`src/rtl/mips_pkg.sv`:
```
// Shared MIPS encodings for the ID/EX stage: ALU op codes, funct codes,
// main-control classes and the forwarding-match helper.
package mips_pkg;

  typedef enum logic [2:0] {
    ALU_AND = 3'b000,
    ALU_OR  = 3'b001,
    ALU_ADD = 3'b010,
    ALU_SUB = 3'b110,
    ALU_SLT = 3'b111
  } alu_op_e;

  typedef enum logic [1:0] {
    CLS_ADD   = 2'b00,
    CLS_SUB   = 2'b01,
    CLS_RTYPE = 2'b10,
    CLS_RSVD  = 2'b11
  } alu_class_e;

  localparam logic [5:0] FUNCT_ADD = 6'b100000;
  localparam logic [5:0] FUNCT_SUB = 6'b100010;
  localparam logic [5:0] FUNCT_AND = 6'b100100;
  localparam logic [5:0] FUNCT_OR  = 6'b100101;
  localparam logic [5:0] FUNCT_SLT = 6'b101010;

  localparam logic [4:0] REG_ZERO = 5'd0;

  // $zero is hardwired, so a pending write to it must never be forwarded.
  function automatic logic fwd_hit(input logic wr, input logic [4:0] rd, input logic [4:0] src);
    return wr && (rd != REG_ZERO) && (rd == src);
  endfunction

endpackage

```
`src/rtl/alu_ctrl.sv`:
```
// ALU control decode: maps the main-control class and funct field to an
// ALU operation, flagging anything unrecognised as illegal.
module alu_ctrl
  import mips_pkg::*;
(
  input  logic [1:0] alu_class_i,
  input  logic [5:0] funct_i,
  output logic [2:0] alu_op_o,
  output logic       illegal_o
);

  always_comb begin
    alu_op_o  = ALU_ADD;
    illegal_o = 1'b0;
    case (alu_class_i)
      CLS_ADD: alu_op_o = ALU_ADD;
      CLS_SUB: alu_op_o = ALU_SUB;
      CLS_RTYPE: begin
        case (funct_i)
          FUNCT_ADD: alu_op_o = ALU_ADD;
          FUNCT_SUB: alu_op_o = ALU_SUB;
          FUNCT_AND: alu_op_o = ALU_AND;
          FUNCT_OR:  alu_op_o = ALU_OR;
          FUNCT_SLT: alu_op_o = ALU_SLT;
          default:   illegal_o = 1'b1;
        endcase
      end
      default: illegal_o = 1'b1;
    endcase
  end

endmodule

```
`src/rtl/id_ex_stage.sv`:
```
// ID/EX pipeline register with operand forwarding from EX/MEM and MEM/WB
// and load-use hazard detection.
module id_ex_stage
  import mips_pkg::*;
(
  input  logic        clk,
  input  logic        reset,
  input  logic        id_valid,
  input  logic [31:0] id_rs_data,
  input  logic [31:0] id_rt_data,
  input  logic [31:0] id_imm,
  input  logic [4:0]  id_rs,
  input  logic [4:0]  id_rt,
  input  logic [4:0]  id_rd,
  input  logic [1:0]  id_alu_op,
  input  logic [5:0]  id_funct,
  input  logic        id_alu_src,
  input  logic        id_reg_dst,
  input  logic        id_reg_write,
  input  logic        id_mem_read,
  input  logic        id_mem_write,
  input  logic        id_mem_to_reg,
  input  logic        flush,
  input  logic        exmem_reg_write,
  input  logic [4:0]  exmem_rd,
  input  logic [31:0] exmem_result,
  input  logic        memwb_reg_write,
  input  logic [4:0]  memwb_rd,
  input  logic [31:0] memwb_result,
  output logic [2:0]  alu_op,
  output logic [31:0] alu_a,
  output logic [31:0] alu_b,
  output logic [31:0] ex_store_data,
  output logic [4:0]  ex_dest,
  output logic        ex_valid,
  output logic        ex_reg_write,
  output logic        ex_mem_read,
  output logic        ex_mem_write,
  output logic        ex_mem_to_reg,
  output logic        ex_illegal,
  output logic        stall
);

  logic        valid_q, valid_d;
  logic [4:0]  rs_q, rs_d, rt_q, rt_d, dest_q, dest_d;
  logic [31:0] rs_data_q, rs_data_d, rt_data_q, rt_data_d, imm_q, imm_d;
  logic        alu_src_q, alu_src_d;
  logic        reg_write_q, reg_write_d, mem_read_q, mem_read_d;
  logic        mem_write_q, mem_write_d, mem_to_reg_q, mem_to_reg_d;
  logic [2:0]  alu_op_q, alu_op_d;
  logic        illegal_q, illegal_d;

  logic [2:0]  dec_op;
  logic        dec_illegal;
  logic        capture;
  logic [31:0] fwd_a, fwd_b;

  alu_ctrl u_alu_ctrl (
    .alu_class_i (id_alu_op),
    .funct_i     (id_funct),
    .alu_op_o    (dec_op),
    .illegal_o   (dec_illegal)
  );

  assign stall = valid_q && mem_read_q && id_valid && (dest_q != REG_ZERO) &&
                 ((dest_q == id_rs) || (dest_q == id_rt));
  assign capture = id_valid && !stall && !flush;

  // Anything not captured becomes a bubble with every field cleared.
  always_comb begin
    valid_d      = 1'b0;
    rs_d         = '0;
    rt_d         = '0;
    dest_d       = '0;
    rs_data_d    = '0;
    rt_data_d    = '0;
    imm_d        = '0;
    alu_src_d    = 1'b0;
    reg_write_d  = 1'b0;
    mem_read_d   = 1'b0;
    mem_write_d  = 1'b0;
    mem_to_reg_d = 1'b0;
    alu_op_d     = ALU_ADD;
    illegal_d    = 1'b0;
    if (capture) begin
      valid_d      = 1'b1;
      rs_d         = id_rs;
      rt_d         = id_rt;
      dest_d       = id_reg_dst ? id_rd : id_rt;
      rs_data_d    = id_rs_data;
      rt_data_d    = id_rt_data;
      imm_d        = id_imm;
      alu_src_d    = id_alu_src;
      reg_write_d  = id_reg_write && !dec_illegal;
      mem_read_d   = id_mem_read;
      mem_write_d  = id_mem_write && !dec_illegal;
      mem_to_reg_d = id_mem_to_reg;
      alu_op_d     = dec_op;
      illegal_d    = dec_illegal;
    end
  end

  always_ff @(posedge clk or posedge reset) begin
    if (reset) begin
      valid_q      <= 1'b0;
      rs_q         <= '0;
      rt_q         <= '0;
      dest_q       <= '0;
      rs_data_q    <= '0;
      rt_data_q    <= '0;
      imm_q        <= '0;
      alu_src_q    <= 1'b0;
      reg_write_q  <= 1'b0;
      mem_read_q   <= 1'b0;
      mem_write_q  <= 1'b0;
      mem_to_reg_q <= 1'b0;
      alu_op_q     <= ALU_ADD;
      illegal_q    <= 1'b0;
    end else begin
      valid_q      <= valid_d;
      rs_q         <= rs_d;
      rt_q         <= rt_d;
      dest_q       <= dest_d;
      rs_data_q    <= rs_data_d;
      rt_data_q    <= rt_data_d;
      imm_q        <= imm_d;
      alu_src_q    <= alu_src_d;
      reg_write_q  <= reg_write_d;
      mem_read_q   <= mem_read_d;
      mem_write_q  <= mem_write_d;
      mem_to_reg_q <= mem_to_reg_d;
      alu_op_q     <= alu_op_d;
      illegal_q    <= illegal_d;
    end
  end

  // The younger EX/MEM result wins over MEM/WB when both target the register.
  always_comb begin
    if (fwd_hit(exmem_reg_write, exmem_rd, rs_q))      fwd_a = exmem_result;
    else if (fwd_hit(memwb_reg_write, memwb_rd, rs_q)) fwd_a = memwb_result;
    else                                               fwd_a = rs_data_q;
    if (fwd_hit(exmem_reg_write, exmem_rd, rt_q))      fwd_b = exmem_result;
    else if (fwd_hit(memwb_reg_write, memwb_rd, rt_q)) fwd_b = memwb_result;
    else                                               fwd_b = rt_data_q;
  end

  assign alu_op        = alu_op_q;
  assign alu_a         = fwd_a;
  assign alu_b         = alu_src_q ? imm_q : fwd_b;
  assign ex_store_data = fwd_b;
  assign ex_dest       = dest_q;
  assign ex_valid      = valid_q;
  assign ex_reg_write  = reg_write_q;
  assign ex_mem_read   = mem_read_q;
  assign ex_mem_write  = mem_write_q;
  assign ex_mem_to_reg = mem_to_reg_q;
  assign ex_illegal    = illegal_q;

endmodule

```
`config.mk`:
```
export PLATFORM = sky130hd
export DESIGN_NAME = id_ex_stage
export DESIGN_NICKNAME = d
export VERILOG_FILES = /design/src/rtl/mips_pkg.sv /design/src/rtl/alu_ctrl.sv /design/src/rtl/id_ex_stage.sv
export SDC_FILE = /design/constraint.sdc
export NUM_CORES = 1
export LEC_CHECK = 0
export ABC_AREA = 1
export ABC_CLOCK_PERIOD_IN_PS = 8500
export BUFFER_PORTS_ARGS = -buffer_cell sky130_fd_sc_hd__buf_4
export CORE_MARGIN = 3
export CORE_UTILIZATION = 40
export CTS_BUF_LIST = sky130_fd_sc_hd__clkbuf_8
export DETAILED_ROUTE_END_ITERATION = 10
export PLACE_DENSITY = 0.78
export SYNTH_ARGS = -nofsm -noshare
export SYNTH_HDL_FRONTEND = slang
export SYNTH_SLANG_ARGS = --single-unit
```
`constraint.sdc`:
```
create_clock -name clk -period 8.5 [get_ports clk]
set_clock_uncertainty 0.2 [all_clocks]
set_input_delay 1.7 -clock clk [delete_from_list [all_inputs] [get_ports clk]]
set_output_delay 1.7 -clock clk [all_outputs]
set_load 0.02 [all_outputs]
```
==> out/metrics.yaml, run 1 <==
outcome: "finished, final reports clean"
startpoint_type: "primary input"
synth-edff-count: 0
synth_fp_nets: 1191
synth_top_area_share_pct: 42.4
overflow: 0
yosys.area.top_type: "dfrtp_1"
fill_cells: 1636
min_path_cells: 5
vias: 7381
synth_flop_cell: "dfrtp_1"
power_leakage_nw: 5.83
ys_seq_area_share_pct: 42.8
cts_resized: 0
finalSetupViolCount: 0
grtUsageTotal_pct: 24.8
routedWlPerCell_um: 16.1
syn-cell-area_mm2: 0.00708
r2r-start: "ex_dest[3]"
reg_top3: "imm_q x32, rs_data_q x32, rt_data_q x32"
r2r-end: "rt_q[0]"
slew_headroom_pct: 13.4
worst_slew_pin_slew_ns: 1.30
netlist_top_cells_count: "218 x nand2_1, 164 x inv_1, 140 x nor2_1, 137 x nand3_1, 120 x dfrtp_1"
vdd_drop_max_mv: 0.0856
grt_setup_unrepaired: "no"
antenna_left: 0
fmax_mhz: 154
cts_tree: "yes"
core_area_mm2: 0.0173
cts.sinks: 121
cts_setup_buffers: 0
hold_path.class: "register to register"
crit_fanout: 33
rows: 48
dp_hpwl_mm: 17.2
power_mw: 1.38
grt_max_degree: 68
finalNonFillerCells: 1509
critPathKind: "primary input to primary output"
holdPathEnd: "ex_valid"
timing.final.crit_share_pct: 76.5
antennaDiodeCount: 0
numCtsBuffers: 17
yosysWarnings: 0
portBuffers: 315
drv_cap: 0
die-height_um: 139
power_density_mw_per_mm2: 140
synth_area_leaders: "dfrtp_1 42%, nand2_1 12%, nand3_1 9.7%, inv_1 8.7%, nor2_1 7.4%"
required_ns: 6.60
synth.most_common_cell: "nand2_1"
grt_pass1_wl_mm: 38.4
cts.path.max_buffers: 2
routed_wl_mm: 24.3
drc_errors: 0
clk_pin_slew_worst_paths_ns: 0.06
synth-seq-cells: 121
insertion_delay_ns: 0.43
cts.hold.buffers_added: 0
fin_crit_ns: 6.50
postSynthAreaPerCell_um2: 7.20
first_iter_violations: 459
async_reset_ff_share_pct: 100
syn_to_final_growth_pct: 39.3
synthCells: 983
first_pass_iters: 6
synthDistinctLibCells: 29
root_buffer: "clkbuf_8"
start_util_pct: 40.9
layout.nets: 1479
crit_arrival_ns: 4.60
setup_tns_ns: 0
slew_viol_final: 0
drive_gt1_share_pct: 28.0
die_w_um: 139
die-area_mm2: 0.0193
placed_cells: 1477
finalHoldViolCount: 0
gp_congestion: 0.924
min-delay-start: "ex_valid"
rrSetupSlack_ns: 5.72
rr_worst_depth: 8
antenna_found_initial: 1
viasPerCell: 4.89
crit_path_end_kind: "primary output"
grt_pass1_vias: 7545
io_pins: 316
h-tree-depth: 4
[cell usage in the layout (no fill, tap or decap), types with 2 or more instances in the layout]
master and count:
nor3_4 2, clkinv_2 4, dfrtp_1 120, inv_1 170, a21oi_1 8, nand3_1 136, nand2_1 217, nor3_1 2
nand3b_1 65, ha_1 3, and2_1 32, xnor2_1 9, nand2_2 3, nor2_1 138, nand4_1 3, buf_4 323
o21ai_0 2, clkbuf_8 21, xor2_1 15, nor2_4 4
[power breakdown]
part           internal, mW  leakage [nW]  switching [mW]  total (mW)
clock network         0.223         0.204           0.223       0.446
logic                 0.143          4.00           0.180       0.323
registers             0.598          1.63         0.00893       0.606
[through the flow]
stage	setup slack (ns)	util, %	area [um^2]	hold slack (ns)
after floorplan	3.39	-	7080	0.717
after global placement	2.02	55.1	9520	0.547
after detailed placement	1.93	55.1	9520	0.566
after CTS	1.95	57.0	9860	0.581
after global routing	1.68	57.0	9860	0.655
final	2.00	57.0	9860	0.578
[kinds of logic (layout without fill, tap and decap cells)]
logic type                 count (synthesis)  in the layout  synth area share (%)
AOI/OAI and AO/OA                         13             13                  1.01
DFF                                      121            121                  42.8
adders and majority gates                  3              3                 0.530
and+or+nand+nor                          604            604                  39.7
xor gates and xnor gates                  24             24                  2.97
buffers and inverters                    218            519                  13.0
[worst max path at each step]
stage                              endpoint        start  cells after the start  slack [ns]
after floorplan                   alu_op[0]        reset                      1        3.39
after global placement     ex_store_data[3]  memwb_rd[3]                     11        2.02
after detailed placement   ex_store_data[5]  memwb_rd[0]                      9        1.93
after CTS                  ex_store_data[5]  memwb_rd[0]                      9        1.95
after global routing              alu_b[12]  memwb_rd[3]                     12        1.68
final                     ex_store_data[24]  memwb_rd[0]                      9        2.00
[critical path: stages]
cell and delay (ns):
buf_4 0.13, xnor2_1 0.16, nand3_1 0.13, nor2_4 0.69
nand2_1 1.03, nand2_1 0.26, nand3_1 0.13, and2_1 0.18
buf_4 0.15
[routing by layer]
layer,vias to the layer above,wire length (um),GRT usage (%)
li1,3558,-,-
met1,3403,9230,29.3
met2,383,12200,43.5
met3,35,2460,7.38
met4,2,407,7.72
met5,-,7,0
[layout make-up]
| class | count | area [um^2] | area share, % |
|---|---|---|---|
| multi-input cells | 644 | 3170 | 32.1 |
| flip-flops and latches | 121 | 3030 | 30.7 |
| repair buffers | 323 | 2420 | 24.6 |
| inverters | 164 | 618 | 6.27 |
| clock buffers | 21 | 289 | 2.93 |
| well taps | 225 | 282 | 2.86 |
| clock inverters | 11 | 46.3 | 0.470 |
No activity file was read; power rests on OpenSTA's default activity.
==> run 2, diff against run 1 <==
--- a/config.mk
+++ b/config.mk
@@ -6,13 +6,13 @@
 export NUM_CORES = 1
 export LEC_CHECK = 0
 export ABC_AREA = 1
-export ABC_CLOCK_PERIOD_IN_PS = 8500
+export ABC_CLOCK_PERIOD_IN_PS = 5500
 export BUFFER_PORTS_ARGS = -buffer_cell sky130_fd_sc_hd__buf_4
 export CORE_MARGIN = 3
 export CORE_UTILIZATION = 40
 export CTS_BUF_LIST = sky130_fd_sc_hd__clkbuf_8
 export DETAILED_ROUTE_END_ITERATION = 10
-export PLACE_DENSITY = 0.78
+export PLACE_DENSITY = 0.8
 export SYNTH_ARGS = -nofsm -noshare
 export SYNTH_HDL_FRONTEND = slang
 export SYNTH_SLANG_ARGS = --single-unit
==> constraint.sdc (replaced) <==
create_clock -name clk -period 5.5 [get_ports clk]
set_clock_uncertainty 0.2 [all_clocks]
set_input_delay 1.1 -clock clk [delete_from_list [all_inputs] [get_ports clk]]
set_output_delay 1.1 -clock clk [all_outputs]
set_load 0.02 [all_outputs]
==> out/metrics.yaml, run 2 (synthesized netlist as in run 1, its figures left out) <==
cts.sinks: 121  # unchanged
crit_arrival_ns: 3.09  # -1.51 ns
layout.nets: 1484  # +0.34%
outcome: "finished, final reports clean"
routedWlPerCell_um: 16.5  # +2.0%
cts_resized: 0  # unchanged
grtUsageTotal_pct: 25.5  # +0.69 points
worst_slew_pin_slew_ns: 1.36  # +0.0589 ns
die-height_um: 139  # unchanged
overflow: 0  # unchanged
gp_congestion: 0.904  # -2.2%
gr-usage-met3_pct: 7.14  # -0.24 points
cts.path.max_buffers: 2  # unchanged
final_util_pct: 57.7  # +0.69 points
vias: 7348  # -0.45%
fmax_mhz: 228
grt_pass1_wl_mm: 39.2  # +2.2%
finalSetupViolCount: 0  # unchanged
critPathKind: "primary input to primary output"
most-common-layout-cells: "324 x buf_4, 218 x nand2_1, 165 x inv_1"
grtUsageMet1_pct: 30.1  # +0.81 points
grt_pass1_vias: 7565  # +0.27%
portBuffers: 315  # unchanged
drv_cap: 0  # unchanged
layout_commonest_cell: "buf_4"
dp_hpwl_mm: 18.1  # +5.0%
timing.final.crit_share_pct: 79.7
setup_tns_ns: 0  # unchanged
hold_path.class: "register to register"
start_util_pct: 40.9  # unchanged
layout_setup_ws_ns: 1.11  # -0.883 ns
cts.hold.buffers_added: 0  # unchanged
vdd_drop_max_mv: 0.135  # +58%
cts_tree: "yes"
grt_use_met2_pct: 43.7  # +0.23 points
busiest_layer: "met2"
stdcell_area_mm2: 0.00998  # +1.2%
power_density_mw_per_mm2: 222  # +59%
routed_wl_mm: 24.9  # +2.2%
pre_cts_ws_ns: 1.16  # -0.771 ns
finalHoldViolCount: 0  # unchanged
die_w_um: 139  # unchanged
reg_top3: "imm_q x32, rs_data_q x32, rt_data_q x32"
h-tree-depth: 4  # unchanged
placed_cells: 1482  # +0.34%
crit_fanout: 17  # -48%
fill_cells: 1650  # +0.86%
clk_pin_slew_worst_paths_ns: 0.07  # about the same
rows: 48  # unchanged
crit_path_end_kind: "primary output"
antennaDiodeCount: 0  # unchanged
grt_max_degree: 84  # +24%
antenna_found_initial: 0  # -1
core_area_mm2: 0.0173  # unchanged
cts_setup_buffers: 0  # unchanged
startpoint_type: "primary input"
slew_headroom_pct: 9.56  # -3.8 points
slew_viol_final: 0  # unchanged
fin_crit_ns: 4.39
numCtsBuffers: 17  # unchanged
io_pins: 316  # unchanged
first_iter_violations: 360  # -22%
required_ns: 4.20  # -2.40 ns
power_leakage_nw: 5.87  # +0.60%
first_pass_iters: 6  # unchanged
antenna_left: 0  # unchanged
viasPerCell: 4.86  # -0.64%
syn_to_final_growth_pct: 41.0
drive_gt1_share_pct: 28.5  # +0.48 points
finalNonFillerCells: 1512  # +0.20%
root_buffer: "clkbuf_8"
die-area_mm2: 0.0193  # unchanged
dpl_cell_area_mm2: 0.00961  # +0.89%
grt_setup_unrepaired: "no"
insertion_delay_ns: 0.43  # about the same
drc_errors: 0  # unchanged
==> run 2: cell count changes in the layout (fill, tap and decap cells not counted), moves of 2 or more <==
cell,delta
clkinvlp_4,+2
inv_1,-5
buf_12,+4
clkbuf_8,-2
bufinv_16,+2
==> run 2: worst paths after layout <==
kind / depth (start not counted) / from / end / slack, ns
setup / recovery: 10 / exmem_rd[0] / alu_b[31] / 1.11
hold / removal: 5 / ex_valid / ex_valid / 0.59
setup reg to reg: 8 / ex_dest[0] / imm_q[21] / 2.95
hold reg to reg: 5 / ex_valid / ex_valid / 0.59
max in group asynchronous: 3 / reset / alu_op[1] / 3.60
min in group asynchronous: 2 / reset / imm_q[24] / 0.61
==> run 2: final cells by class <==
type | count | area (um^2) | share of cell area [%]
Timing Repair Buffer | 328 | 2510 | 25.2
Multi-Input combinational cell | 644 | 3170 | 31.7
Tap cell | 225 | 282 | 2.82
Clock inverter | 11 | 108 | 1.08
Sequential cell | 121 | 3030 | 30.4
Clock buffer | 19 | 262 | 2.62
Inverter | 164 | 618 | 6.20
==> run 2: worst max-delay path, stage by stage <==
cell and delay, ns:
buf_4 0.13, xnor2_1 0.14, nand2_1 0.12, nor2_1 0.10, nand3b_1 0.57, buf_12 0.40
nand3_1 0.12, nand3_1 0.11, nand2_1 0.13, buf_4 0.14
==> run 2: per-stage QoR <==
stage	total power, mW	hold slack [ns]
global route	2.32	0.645
finish	2.21	0.586
CTS	2.24	0.597
detailed placement	1.46	0.580
floorplan	1.20	0.717
global placement	1.46	0.545
==> run 2: layer usage <==
metal	routed length, um	vias up
li1	-	3561
met1	9590	3364
met2	12200	363
met3	2300	60
met4	772	0
met5	0	-
==> run 2: power by group <==
part	switching, mW	internal, mW	leakage, nW	total [mW]
clock network	0.352	0.413	0.195	0.766
logic	0.281	0.227	4.05	0.508
registers	0.0131	0.923	1.63	0.936
total	0.647	1.56	5.87	2.21
==> run 3, diff against run 2 <==
--- a/config.mk
+++ b/config.mk
@@ -5,14 +5,14 @@
 export SDC_FILE = /design/constraint.sdc
 export NUM_CORES = 1
 export LEC_CHECK = 0
-export ABC_AREA = 1
-export ABC_CLOCK_PERIOD_IN_PS = 5500
+export ABC_AREA = 0
+export ABC_CLOCK_PERIOD_IN_PS = 4590
 export BUFFER_PORTS_ARGS = -buffer_cell sky130_fd_sc_hd__buf_4
 export CORE_MARGIN = 3
 export CORE_UTILIZATION = 40
 export CTS_BUF_LIST = sky130_fd_sc_hd__clkbuf_8
 export DETAILED_ROUTE_END_ITERATION = 10
-export PLACE_DENSITY = 0.8
+export PLACE_DENSITY = 0.79
 export SYNTH_ARGS = -nofsm -noshare
 export SYNTH_HDL_FRONTEND = slang
 export SYNTH_SLANG_ARGS = --single-unit
==> constraint.sdc (replaced) <==
create_clock -name clk -period 4.59 [get_ports clk]
set_clock_uncertainty 0.2 [all_clocks]
set_input_delay 0.918 -clock clk [delete_from_list [all_inputs] [get_ports clk]]
set_output_delay 0.918 -clock clk [all_outputs]
set_load 0.02 [all_outputs]
==> out/metrics.yaml, run 3 <==
outcome: "finished, final reports clean"
critPathKind: "primary input to primary output"
cp_slowest_stage_delay_ns: 0.54  # -0.03 ns
required_ns: 3.47  # -0.73 ns
grt_setup_unrepaired: "no"
cts.hold.buffers_added: 0  # unchanged
antennaDiodeCount: 0  # unchanged
synth_area_leaders: "dfrtp_1 47%, and2_1 11%, mux2i_1 5.8%, mux2_2 5.6%, a31oi_1 3.1%"
die_w_um: 133  # -4.7%
syn-cell-area_mm2: 0.00640  # -9.5%
synthCells: 658  # -33%
timing.final.crit_share_pct: 92.7
synthDistinctLibCells: 38  # +31%
slew_viol_final: 0  # unchanged
setup_tns_ns: 0  # unchanged
portBuffers: 315  # unchanged
finalHoldViolCount: 0  # unchanged
dp_hpwl_mm: 16.2  # -10%
crit_arrival_ns: 3.14  # +0.05 ns
worst_slew_pin_slew_ns: 0.940  # -0.415 ns
drv_cap: 0  # unchanged
rows: 45  # -6.3%
vdd_drop_max_mv: 0.227  # +68%
grtUsageTotal_pct: 24.1  # -1.4 points
reg_top3: "imm_q x32, rs_data_q x32, rt_data_q x32"
slew_headroom_pct: 37.4  # +28 points
holdWs_ns: 0.469  # -0.116 ns
vias: 6022  # -18%
cts_tree: "yes"
crit_fanout: 33  # +16
path_buf_inv: 3  # unchanged
path_delay_family: "compound AO/OA/AOI/OAI gates"
crit_path_end_kind: "primary output"
numCtsBuffers: 17  # unchanged
routed_wl_mm: 21.5  # -14%
fmax_mhz: 235
rr_worst_depth: 5  # -3
power_leakage_nw: 4.70  # -20%
first_pass_iters: 5  # -1
layout.nets: 1165  # -21%
cts.sinks: 121  # unchanged
yosys.area.top_type: "dfrtp_1"
overflow: 0  # unchanged
path_common_cell: "buf_4"
grt_pass1_wl_mm: 33.2  # -15%
startpoint_type: "primary input"
slowest_stage: "a211o_2"
viasPerCell: 5.10  # +4.9%
grt_pass1_vias: 6262  # -17%
synth_fp_nets: 866  # -27%
async_reset_ff_share_pct: 100  # unchanged
r2r-start: "ex_dest[1]"
antenna_found_initial: 0  # unchanged
gp_congestion: 0.853  # -5.7%
routedWlPerCell_um: 18.2  # +10%
synth_top_area_share_pct: 46.9  # +4.5 points
antenna_left: 0  # unchanged
power_density_mw_per_mm2: 283  # +28%
die-area_mm2: 0.0176  # -9.1%
first_iter_violations: 255  # -29%
r2r-end: "alu_op[0]"
synth-seq-cells: 121  # unchanged
drc_errors: 0  # unchanged
synth.most_common_cell: "dfrtp_1"
clk_pin_slew_worst_paths_ns: 0.07  # about the same
die-height_um: 133  # -4.7%
finalSetupViolCount: 0  # unchanged
cts_setup_buffers: 0  # unchanged
dpl_cell_area_mm2: 0.00898  # -6.6%
synth_flop_cell: "dfrtp_1"
postSynthAreaPerCell_um2: 9.73  # +35%
netlist_top_cells_count: "120 x dfrtp_1, 109 x and2_1, 38 x nor2_1"
cts_resized: 0  # unchanged
drive_gt1_share_pct: 41.3  # +13 points
rrSetupSlack_ns: 1.79  # -1.16 ns
h-tree-depth: 4  # unchanged
root_buffer: "clkbuf_8"
worstPathCellList: "buf_4 > nor3_1 > a211o_2 > buf_12 > o21ai_0 > a31oi_1 > mux2_2 > buf_4"
core_area_mm2: 0.0154  # -11%
synth-edff-count: 0  # unchanged
syn_to_final_growth_pct: 46.6
stdcell_area_mm2: 0.00938  # -5.9%
yosysWarnings: 0  # unchanged
layout_commonest_cell: "buf_4"
fin_crit_ns: 4.26
start_util_pct: 41.5  # +0.58 points
most-common-layout-cells: "327 x buf_4, 120 x dfrtp_1, 109 x and2_1"
cts.path.max_buffers: 2  # unchanged
ys_seq_area_share_pct: 47.3  # +4.5 points
grt_max_degree: 74  # -12%
hold_path.class: "primary input to asynchronous set/reset pin"
io_pins: 316  # unchanged
insertion_delay_ns: 0.44  # about the same
-- run 3: cells by family (layout without fill, tap and decap cells) --
| group | count (synthesis) | after routing | synth area share (%) |
|---|---|---|---|
| AOI/OAI and AO/OA | 106 | 106 | 9.50 |
| xor gates and xnor gates | 30 | 30 | 4.10 |
| adders and majority gates | 3 | 3 | 0.586 |
| buffers and inverters | 87 | 399 | 5.67 |
| DFF | 121 | 121 | 47.3 |
| muxes | 69 | 69 | 11.4 |
| and+or+nand+nor | 242 | 242 | 21.4 |
-- run 3: cell type report --
class                      count  area (um^2)
timing repair buffer         330         2510
clock inverter                13          144
tap                          211          264
multi-input combinational    450         3030
clock buffer                  19          262
sequential                   121         3030
fill                        1367         6040
inverter                      37          141
-- run 3: worst reg2reg max path, stage by stage (launching register included) --
cell	delay, ns
dfrtp_1	0.42
or4_1	0.53
nor2_1	0.15
o311a_2	0.75
buf_4	0.41
nor3b_1	0.25
-- run 3: worst max path at each step --
stage	start	endpoint	cells after the start
3_5_place_dp	memwb_rd[0]	alu_b[4]	8
2_1_floorplan	reset	alu_op[0]	1
5_1_grt	memwb_rd[0]	alu_b[4]	8
3_3_place_gp	memwb_rd[0]	alu_b[4]	8
6_report	memwb_rd[0]	alu_b[4]	8
4_1_cts	memwb_rd[0]	alu_b[4]	8
-- run 3: metrics by stage --
step / util [%] / total power [mW] / instances / worst slack (ns)
2_1_floorplan: - / 1.40 / 658 / 0.259
3_3_place_gp: 58.2 / 1.69 / 1149 / 0.403
3_5_place_dp: 58.2 / 1.70 / 1149 / 0.309
4_1_cts: 60.8 / 2.68 / 1181 / 0.308
5_1_grt: 60.8 / 2.78 / 1181 / 0.146
6_report: 60.8 / 2.65 / 1181 / 0.334
-- run 3: metal layers --
metal | vias up | track usage, % | share of wire [%]
li1 | 2821 | - | -
met1 | 2883 | 27.5 | 38
met4 | 0 | 8.55 | 2.2
met3 | 34 | 7.83 | 8.4
met2 | 284 | 42.3 | 51
met5 | - | 0 | 0
-- run 3: power breakdown --
part           internal (mW)  switching, mW  leakage [nW]
clock                  0.514          0.460         0.195
sequential              1.11         0.0174          1.63
combinational          0.274          0.282          2.88
total                   1.89          0.760          4.70
